<file path="src/rtl/multi_cycle_ctrl_pkg.sv">
// Shared definitions for the multi-cycle controller and its datapath.
// Holds the FSM state codes, the decoded opcodes, the mux/ALU select
// encodings and the error codes so both sides agree on one set of values.
package multi_cycle_ctrl_pkg;

    typedef enum logic [3:0] {
        S_IF   = 4'd0,
        S_ID   = 4'd1,
        S_MA   = 4'd2,
        S_MRD  = 4'd3,
        S_MWB  = 4'd4,
        S_MWR  = 4'd5,
        S_EXR  = 4'd6,
        S_WBR  = 4'd7,
        S_BR   = 4'd8,
        S_JMP  = 4'd9,
        S_EXI  = 4'd10,
        S_WBI  = 4'd11,
        S_HALT = 4'd15
    } state_t;

    // IR[31:26] values understood by the decoder
    localparam logic [5:0] OP_RTYPE = 6'b000000;
    localparam logic [5:0] OP_LW    = 6'b100011;
    localparam logic [5:0] OP_SW    = 6'b101011;
    localparam logic [5:0] OP_BEQ   = 6'b000100;
    localparam logic [5:0] OP_J     = 6'b000010;
    localparam logic [5:0] OP_ADDI  = 6'b001000;

    // PC source mux
    localparam logic [1:0] PC_SRC_ALU    = 2'b00;
    localparam logic [1:0] PC_SRC_ALUOUT = 2'b01;
    localparam logic [1:0] PC_SRC_JUMP   = 2'b10;

    // ALU B operand mux
    localparam logic [1:0] ALUB_RT     = 2'b00;
    localparam logic [1:0] ALUB_FOUR   = 2'b01;
    localparam logic [1:0] ALUB_IMM    = 2'b10;
    localparam logic [1:0] ALUB_IMM_S2 = 2'b11;

    // ALU operation
    localparam logic [1:0] ALU_ADD   = 2'b00;
    localparam logic [1:0] ALU_SUB   = 2'b01;
    localparam logic [1:0] ALU_FUNCT = 2'b10;

    // Error codes reported in HALT
    localparam logic [1:0] ERR_NONE    = 2'b00;
    localparam logic [1:0] ERR_ILLEGAL = 2'b01;
    localparam logic [1:0] ERR_TIMEOUT = 2'b10;

    // States that wait on mem_ready and are guarded by the wait counter
    function automatic logic is_wait_state(input state_t s);
        return (s == S_IF) || (s == S_MRD) || (s == S_MWR);
    endfunction

endpackage

</file>
<file path="src/rtl/multi_cycle_ctrl.sv">
// Multi-cycle processor control FSM.
// Sequences fetch, decode, memory, execute, write-back, branch and jump
// states and drives the datapath enables and mux selects from the state.
// Ports:
//   clk, rst (async, active-low)
//   opcode[5:0], zero, mem_ready            : inputs from IR, ALU and memory
//   mem_req, mem_we, iord                   : memory request / write / address select
//   ir_we, pc_we, reg_we                    : register write enables
//   pc_src[1:0], reg_dst, mem_to_reg,
//   alu_src_a, alu_src_b[1:0], alu_op[1:0]  : datapath selects
//   state[3:0]                              : current state code (debug)
//   retire                                  : pulse when an instruction completes
//   halt, err_code[1:0]                     : halted flag and reason
module multi_cycle_ctrl
    import multi_cycle_ctrl_pkg::*;
#(
    parameter int WAIT_MAX = 15
) (
    input  logic       clk,
    input  logic       rst,
    input  logic [5:0] opcode,
    input  logic       zero,
    input  logic       mem_ready,
    output logic       mem_req,
    output logic       mem_we,
    output logic       iord,
    output logic       ir_we,
    output logic       pc_we,
    output logic       reg_we,
    output logic [1:0] pc_src,
    output logic       reg_dst,
    output logic       mem_to_reg,
    output logic       alu_src_a,
    output logic [1:0] alu_src_b,
    output logic [1:0] alu_op,
    output logic [3:0] state,
    output logic       retire,
    output logic       halt,
    output logic [1:0] err_code
);

    // Memory handshake: a request is held (mem_req=1) in IF/MRD/MWR until
    // the memory answers with mem_ready=1 in the same cycle; that cycle
    // completes the transfer and the FSM moves on at the next edge.

    localparam int CW = (WAIT_MAX < 1) ? 1 : $clog2(WAIT_MAX + 1);

    state_t        state_q, state_next;
    logic [1:0]    err_q, err_next;
    logic [CW-1:0] wait_cnt;
    logic          timeout;

    assign timeout  = (wait_cnt == CW'(WAIT_MAX)) && !mem_ready;
    assign state    = state_q;
    assign err_code = err_q;

    always_ff @(posedge clk or negedge rst) begin
        if (!rst) begin
            state_q  <= S_IF;
            err_q    <= ERR_NONE;
            wait_cnt <= '0;
        end else begin
            state_q <= state_next;
            err_q   <= err_next;
            // Counting only while a wait state holds; any entry clears it.
            if (is_wait_state(state_q) && (state_next == state_q))
                wait_cnt <= wait_cnt + CW'(1);
            else
                wait_cnt <= '0;
        end
    end

    always_comb begin
        state_next = state_q;
        err_next   = err_q;
        mem_req    = 1'b0;
        mem_we     = 1'b0;
        iord       = 1'b0;
        ir_we      = 1'b0;
        pc_we      = 1'b0;
        reg_we     = 1'b0;
        pc_src     = PC_SRC_ALU;
        reg_dst    = 1'b0;
        mem_to_reg = 1'b0;
        alu_src_a  = 1'b0;
        alu_src_b  = ALUB_RT;
        alu_op     = ALU_ADD;
        retire     = 1'b0;
        halt       = 1'b0;

        unique case (state_q)
            S_IF: begin
                mem_req   = 1'b1;
                alu_src_b = ALUB_FOUR;
                // mem_ready beats a coincident timeout
                if (mem_ready) begin
                    ir_we      = 1'b1;
                    pc_we      = 1'b1;
                    state_next = S_ID;
                end else if (timeout) begin
                    state_next = S_HALT;
                    err_next   = ERR_TIMEOUT;
                end
            end
            S_ID: begin
                alu_src_b = ALUB_IMM_S2;
                case (opcode)
                    OP_RTYPE:     state_next = S_EXR;
                    OP_LW, OP_SW: state_next = S_MA;
                    OP_BEQ:       state_next = S_BR;
                    OP_J:         state_next = S_JMP;
                    OP_ADDI:      state_next = S_EXI;
                    default: begin
                        state_next = S_HALT;
                        err_next   = ERR_ILLEGAL;
                    end
                endcase
            end
            S_MA: begin
                alu_src_a  = 1'b1;
                alu_src_b  = ALUB_IMM;
                state_next = (opcode == OP_LW) ? S_MRD : S_MWR;
            end
            S_MRD: begin
                mem_req = 1'b1;
                iord    = 1'b1;
                if (mem_ready) begin
                    state_next = S_MWB;
                end else if (timeout) begin
                    state_next = S_HALT;
                    err_next   = ERR_TIMEOUT;
                end
            end
            S_MWR: begin
                mem_req = 1'b1;
                iord    = 1'b1;
                mem_we  = 1'b1;
                if (mem_ready) begin
                    retire     = 1'b1;
                    state_next = S_IF;
                end else if (timeout) begin
                    state_next = S_HALT;
                    err_next   = ERR_TIMEOUT;
                end
            end
            S_MWB: begin
                reg_we     = 1'b1;
                mem_to_reg = 1'b1;
                retire     = 1'b1;
                state_next = S_IF;
            end
            S_EXR: begin
                alu_src_a  = 1'b1;
                alu_op     = ALU_FUNCT;
                state_next = S_WBR;
            end
            S_WBR: begin
                reg_we     = 1'b1;
                reg_dst    = 1'b1;
                retire     = 1'b1;
                state_next = S_IF;
            end
            S_EXI: begin
                alu_src_a  = 1'b1;
                alu_src_b  = ALUB_IMM;
                state_next = S_WBI;
            end
            S_WBI: begin
                reg_we     = 1'b1;
                retire     = 1'b1;
                state_next = S_IF;
            end
            S_BR: begin
                alu_src_a  = 1'b1;
                alu_op     = ALU_SUB;
                pc_src     = PC_SRC_ALUOUT;
                pc_we      = zero;
                retire     = 1'b1;
                state_next = S_IF;
            end
            S_JMP: begin
                pc_src     = PC_SRC_JUMP;
                pc_we      = 1'b1;
                retire     = 1'b1;
                state_next = S_IF;
            end
            S_HALT: begin
                halt = 1'b1;
            end
            default: begin
                state_next = S_HALT;
            end
        endcase

        // While reset is low nothing may leave the controller, even though
        // the state register already reads IF.
        if (!rst) begin
            mem_req    = 1'b0;
            mem_we     = 1'b0;
            iord       = 1'b0;
            ir_we      = 1'b0;
            pc_we      = 1'b0;
            reg_we     = 1'b0;
            pc_src     = 2'b00;
            reg_dst    = 1'b0;
            mem_to_reg = 1'b0;
            alu_src_a  = 1'b0;
            alu_src_b  = 2'b00;
            alu_op     = 2'b00;
            retire     = 1'b0;
            halt       = 1'b0;
        end
    end

endmodule

</file>
<file path="config.mk">
export PLATFORM = sky130hd
export DESIGN_NAME = multi_cycle_ctrl
export DESIGN_NICKNAME = d
export VERILOG_FILES = /design/src/rtl/multi_cycle_ctrl_pkg.sv /design/src/rtl/multi_cycle_ctrl.sv
export SDC_FILE = /design/constraint.sdc
export NUM_CORES = 1
export LEC_CHECK = 0
export BUFFER_PORTS_ARGS = -buffer_cell sky130_fd_sc_hd__buf_2
export CAP_MARGIN = 15
export CORE_MARGIN = 1
export CORE_UTILIZATION = 45
export DETAILED_ROUTE_END_ITERATION = 16
export GPL_ROUTABILITY_DRIVEN = 0
export GPL_TIMING_DRIVEN = 0
export PLACE_DENSITY = 0.82
export SYNTH_ARGS = -nofsm -noshare
export SYNTH_HDL_FRONTEND = slang
export SYNTH_SLANG_ARGS = --single-unit
</file>
<file path="constraint.sdc">
create_clock -name clk -period 2.4 [get_ports clk]
set_input_delay 0.48 -clock clk [delete_from_list [all_inputs] [get_ports clk]]
set_output_delay 0.48 -clock clk [all_outputs]
set_load 0.01 [all_outputs]
</file>
==> implementation parameters <==
Parameter                              Value

Min path
  Hold crit path type ... in -> async

Setup path
  Type of element launching the critical path ... flip-flop
  Largest incremental delay on the critical path ... 0.46 ns
  Crit-path cells ... clkbuf_1 > inv_1 > nor2_1 > and3_1 > buf_2
  Largest fanout on the critical path ... 10
  Slowest cell on the critical path ... dfrtp_1
  Critical Path AT ... 1.80 ns
  Category of cells accounting for the largest share of critical-path delay ... buffers and inverters
  Endpoint kind of the worst setup timing path ... output pin
  Critical path buffer and inverter count ... 3
  Worst path required time ... 1.92 ns
  Critical path class ... reg -> out

Global routing
  Vias in the first global route ... between 1k and 1.5k
  Aggregate global-route resource usage ... a little under a quarter
  Remaining global-route overflow ... 0
  Largest net degree at the start of global routing ... 13
  First-pass GRT wire length ... ~4.6 mm
  Number of antenna violations at the first check in global routing ... 0

Clocking
  Sink Count ... 10
  Number of setup buffers added after CTS ... 0
  H-Tree Level Count ... 1
  Cell at the root of the clock tree ... clkbuf_4
  Number of buffers added by the clock tree synthesis step ... 3
  CTS tree ... yes
  Insertion delay to the later sink of the worst-skew pair ... 0.25 ns
  Clock slew at the register clock pins of the worst setup and hold paths ... 0.07 ns
  Clock Path Buffers ... 2

Synth
  Prevailing post-synth register cell ... dfrtp_1
  Top post-synthesis cells by count ... nor2_1, dfrtp_1, nor3_1
  Post-synth net total ... 146
  Async SR Flop Fraction ... 100%
  Number of synthesized flops with an enable pin ... 0
  Sequential cell area fraction in the yosys report ... approximately a quarter
  Synth Warn # ... 0
  Mapped Avg Cell Area ... 7.56 µm²
  Cell area after synthesis ... 1020 µm²
  Proportion of netlist area held by the largest area contributor ... about a quarter
  Seq cells post-synth ... 10
  Unique cell type count in the Yosys netlist ... 52
  Top post-synthesis cells by area ... dfrtp_1, nor2_1, nor3_1
  Cell type contributing the most total cell area after synthesis ... dfrtp_1
  Post-synthesis instance total ... 135
  Count leader, synth ... nor2_1

Layout
  Relative area change from synthesis to final layout ... 22.2%
  Number of filler instances in the final layout ... 191
  Sequential cell area ... 250 µm²
  Share of post-route cells with drive strength above 1 ... 27.6%
  Ant diodes ... 0
  Number of nets in the layout ... 182
  Layout Cell Area excl Fill ... between 1000 and 1500 µm²
  Fraction of the core area covered by cells at the end of the flow ... 61.1%
  Area occupied by multi-input gates ... ~700 µm²

Routing
  DR vias/cell ... roughly 6.2
  Routed Antenna Nets ... 0
  Pre-antenna DRT Iters ... 5
  Remaining DRCs ... 0
  Vias after detailed routing ... 1231
  Routed wire per std cell ... 14.0 µm
  Initial DRC Count ... slightly below 70
  Sum of routed wire length over all layers ... 2.75 mm

STA
  Final worst-path cycle share ... around 95%
  Tightest Pin Transition ... about 0.48 ns
  Final number of hold-violating endpoints ... 0
  Fin Setup TNS ... 0 ns
  Skew final ... 0.00151 ns
  Worst slew margin relative to its limit ... between 60% and 70%
  Number of endpoints failing setup at the final stage ... 0
  Max-slew violation total from the final report ... 0
  Final hold slack ... approximately 0.085 ns
  Timing-limited maximum frequency ... 0.439 GHz
  Setup repair after global routing missed its margin ... no
  Min Tclk post-route ... 2.28 ns

Job
  Number of maximum-capacitance constraint violations ... 0

Floorplan
  DIE AREA ... 2460 µm²
  Overall die height ... between 40 and 50 µm
  Initial core utilization ... 50.0%
  # rows ... 16
  Chip width ... between 40 and 50 µm
  IO Count ... 33
  Core Footprint ... approximately 2000 µm²

Place
  Area after DPL ... 1210 µm²
  Buffers added on ports ... 31
  Half-perimeter wire length after placement ... about 2.1 mm

Pwr
  Power per standard cell area ... 986 nW/µm²
  Cell leakage power ... between 0.5 and 0.6 nW
  Maximum resistive drop on vdd ... 0.851 mV

Outcome
  Status ... completed
==> stage by stage <==
stage | power, mW | setup WS, ns | cells
after floorplan | 0.816 | 0.391 | 135
after detailed placement | 1.06 | 0.402 | 193
after CTS | 1.21 | 0.126 | 197
after global routing | 1.33 | 0.00812 | 197
final | 1.23 | 0.123 | 197
after global placement | 1.04 | 0.433 | 193
==> layout by cell type, fill, tap and decap left out, types with 2 or more instances in the layout <==
| cell type | Yosys | layout |
|---|---|---|
| nor2_1 | 15 | 15 |
| nand3_1 | 5 | 5 |
| or3_1 | 3 | 3 |
| a21oi_1 | 5 | 5 |
| a22oi_1 | 2 | 2 |
| nand4b_1 | 2 | 2 |
| a21boi_0 | 2 | 2 |
| nand2_1 | 7 | 7 |
| nor4b_1 | 3 | 3 |
| and3_1 | 4 | 4 |
| nor3_1 | 10 | 10 |
| a21o_1 | 2 | 2 |
| and4_1 | 2 | 2 |
| nand2b_1 | 4 | 4 |
| inv_1 | 3 | 3 |
| clkbuf_1 | 2 | 2 |
| dfrtp_1 | 10 | 10 |
| nor2b_1 | 3 | 3 |
| a31oi_1 | 3 | 3 |
| o21ai_0 | 9 | 9 |
| buf_2 | 5 | 36 |
| nor3b_1 | 2 | 2 |
| xor2_1 | 3 | 3 |
| clkbuf_4 | 0 | 3 |
==> report_power, final <==
part | switching, mW | internal, mW | total, mW | leakage, nW
Sequential | 0.0561 | 0.212 | 0.268 | 0.127
Clock | 0.0546 | 0.0919 | 0.146 | 0.0210
Combinational | 0.504 | 0.312 | 0.816 | 0.450
==> final timing paths <==
check / startpoint / endpoint / slack, ns / cells past startpoint
min reg2reg: wait_cnt[0] / wait_cnt[0] / 0.47 / 1
max in group asynchronous: rst / state[0] / 2.11 / 1
max reg2reg: wait_cnt[0] / wait_cnt[1] / 0.70 / 5
min: rst / wait_cnt[2] / 0.09 / 1
min in group clk: wait_cnt[0] / wait_cnt[0] / 0.47 / 1
max: state[3] / halt / 0.12 / 5
==> layout make-up <==
cell class | instances | area share, %
Sequential cell | 10 | 20.1
Inverter | 3 | 0.903
Clock buffer | 4 | 2.91
Tap cell | 27 | 2.71
Multi-Input combinational cell | 112 | 56.5
Timing Repair Buffer | 31 | 12.4
Buffer | 10 | 4.51
==> state kept, by name, indices dropped and copies added (netlist names) <==
register  count
err_code      2
state         4
wait_cnt      4
==> repair_timing <==
action,CTS,global route
hold buffers,0,0
resized for setup,0,1
setup endpoints to repair,0,1
==> cell families (layout without fill, tap and decap cells) <==
kind of cell	after synthesis	count (layout)	synth area share, %
DFF	10	10	24.5
AOI/OAI and AO/OA	36	36	23.8
xor gates and xnor gates	4	4	3.43
and+or+nand+nor	70	70	39.6
buffers and inverters	13	48	6.49
adders and majority gates	2	2	2.21
==> layer usage <==
| layer | vias to the layer above | track usage, % | wire length (µm) | share of wire, % |
|---|---|---|---|---|
| met2 | 88 | 36.7 | 1210 | 44 |
| met1 | 556 | 34.0 | 1180 | 43 |
| met5 | - | 0 | 0 | 0 |
| li1 | 579 | - | - | - |
| met3 | 8 | 4.32 | 307 | 11 |
| met4 | 0 | 5.71 | 50 | 1.8 |
No activity file was read; power rests on OpenSTA's default activity.
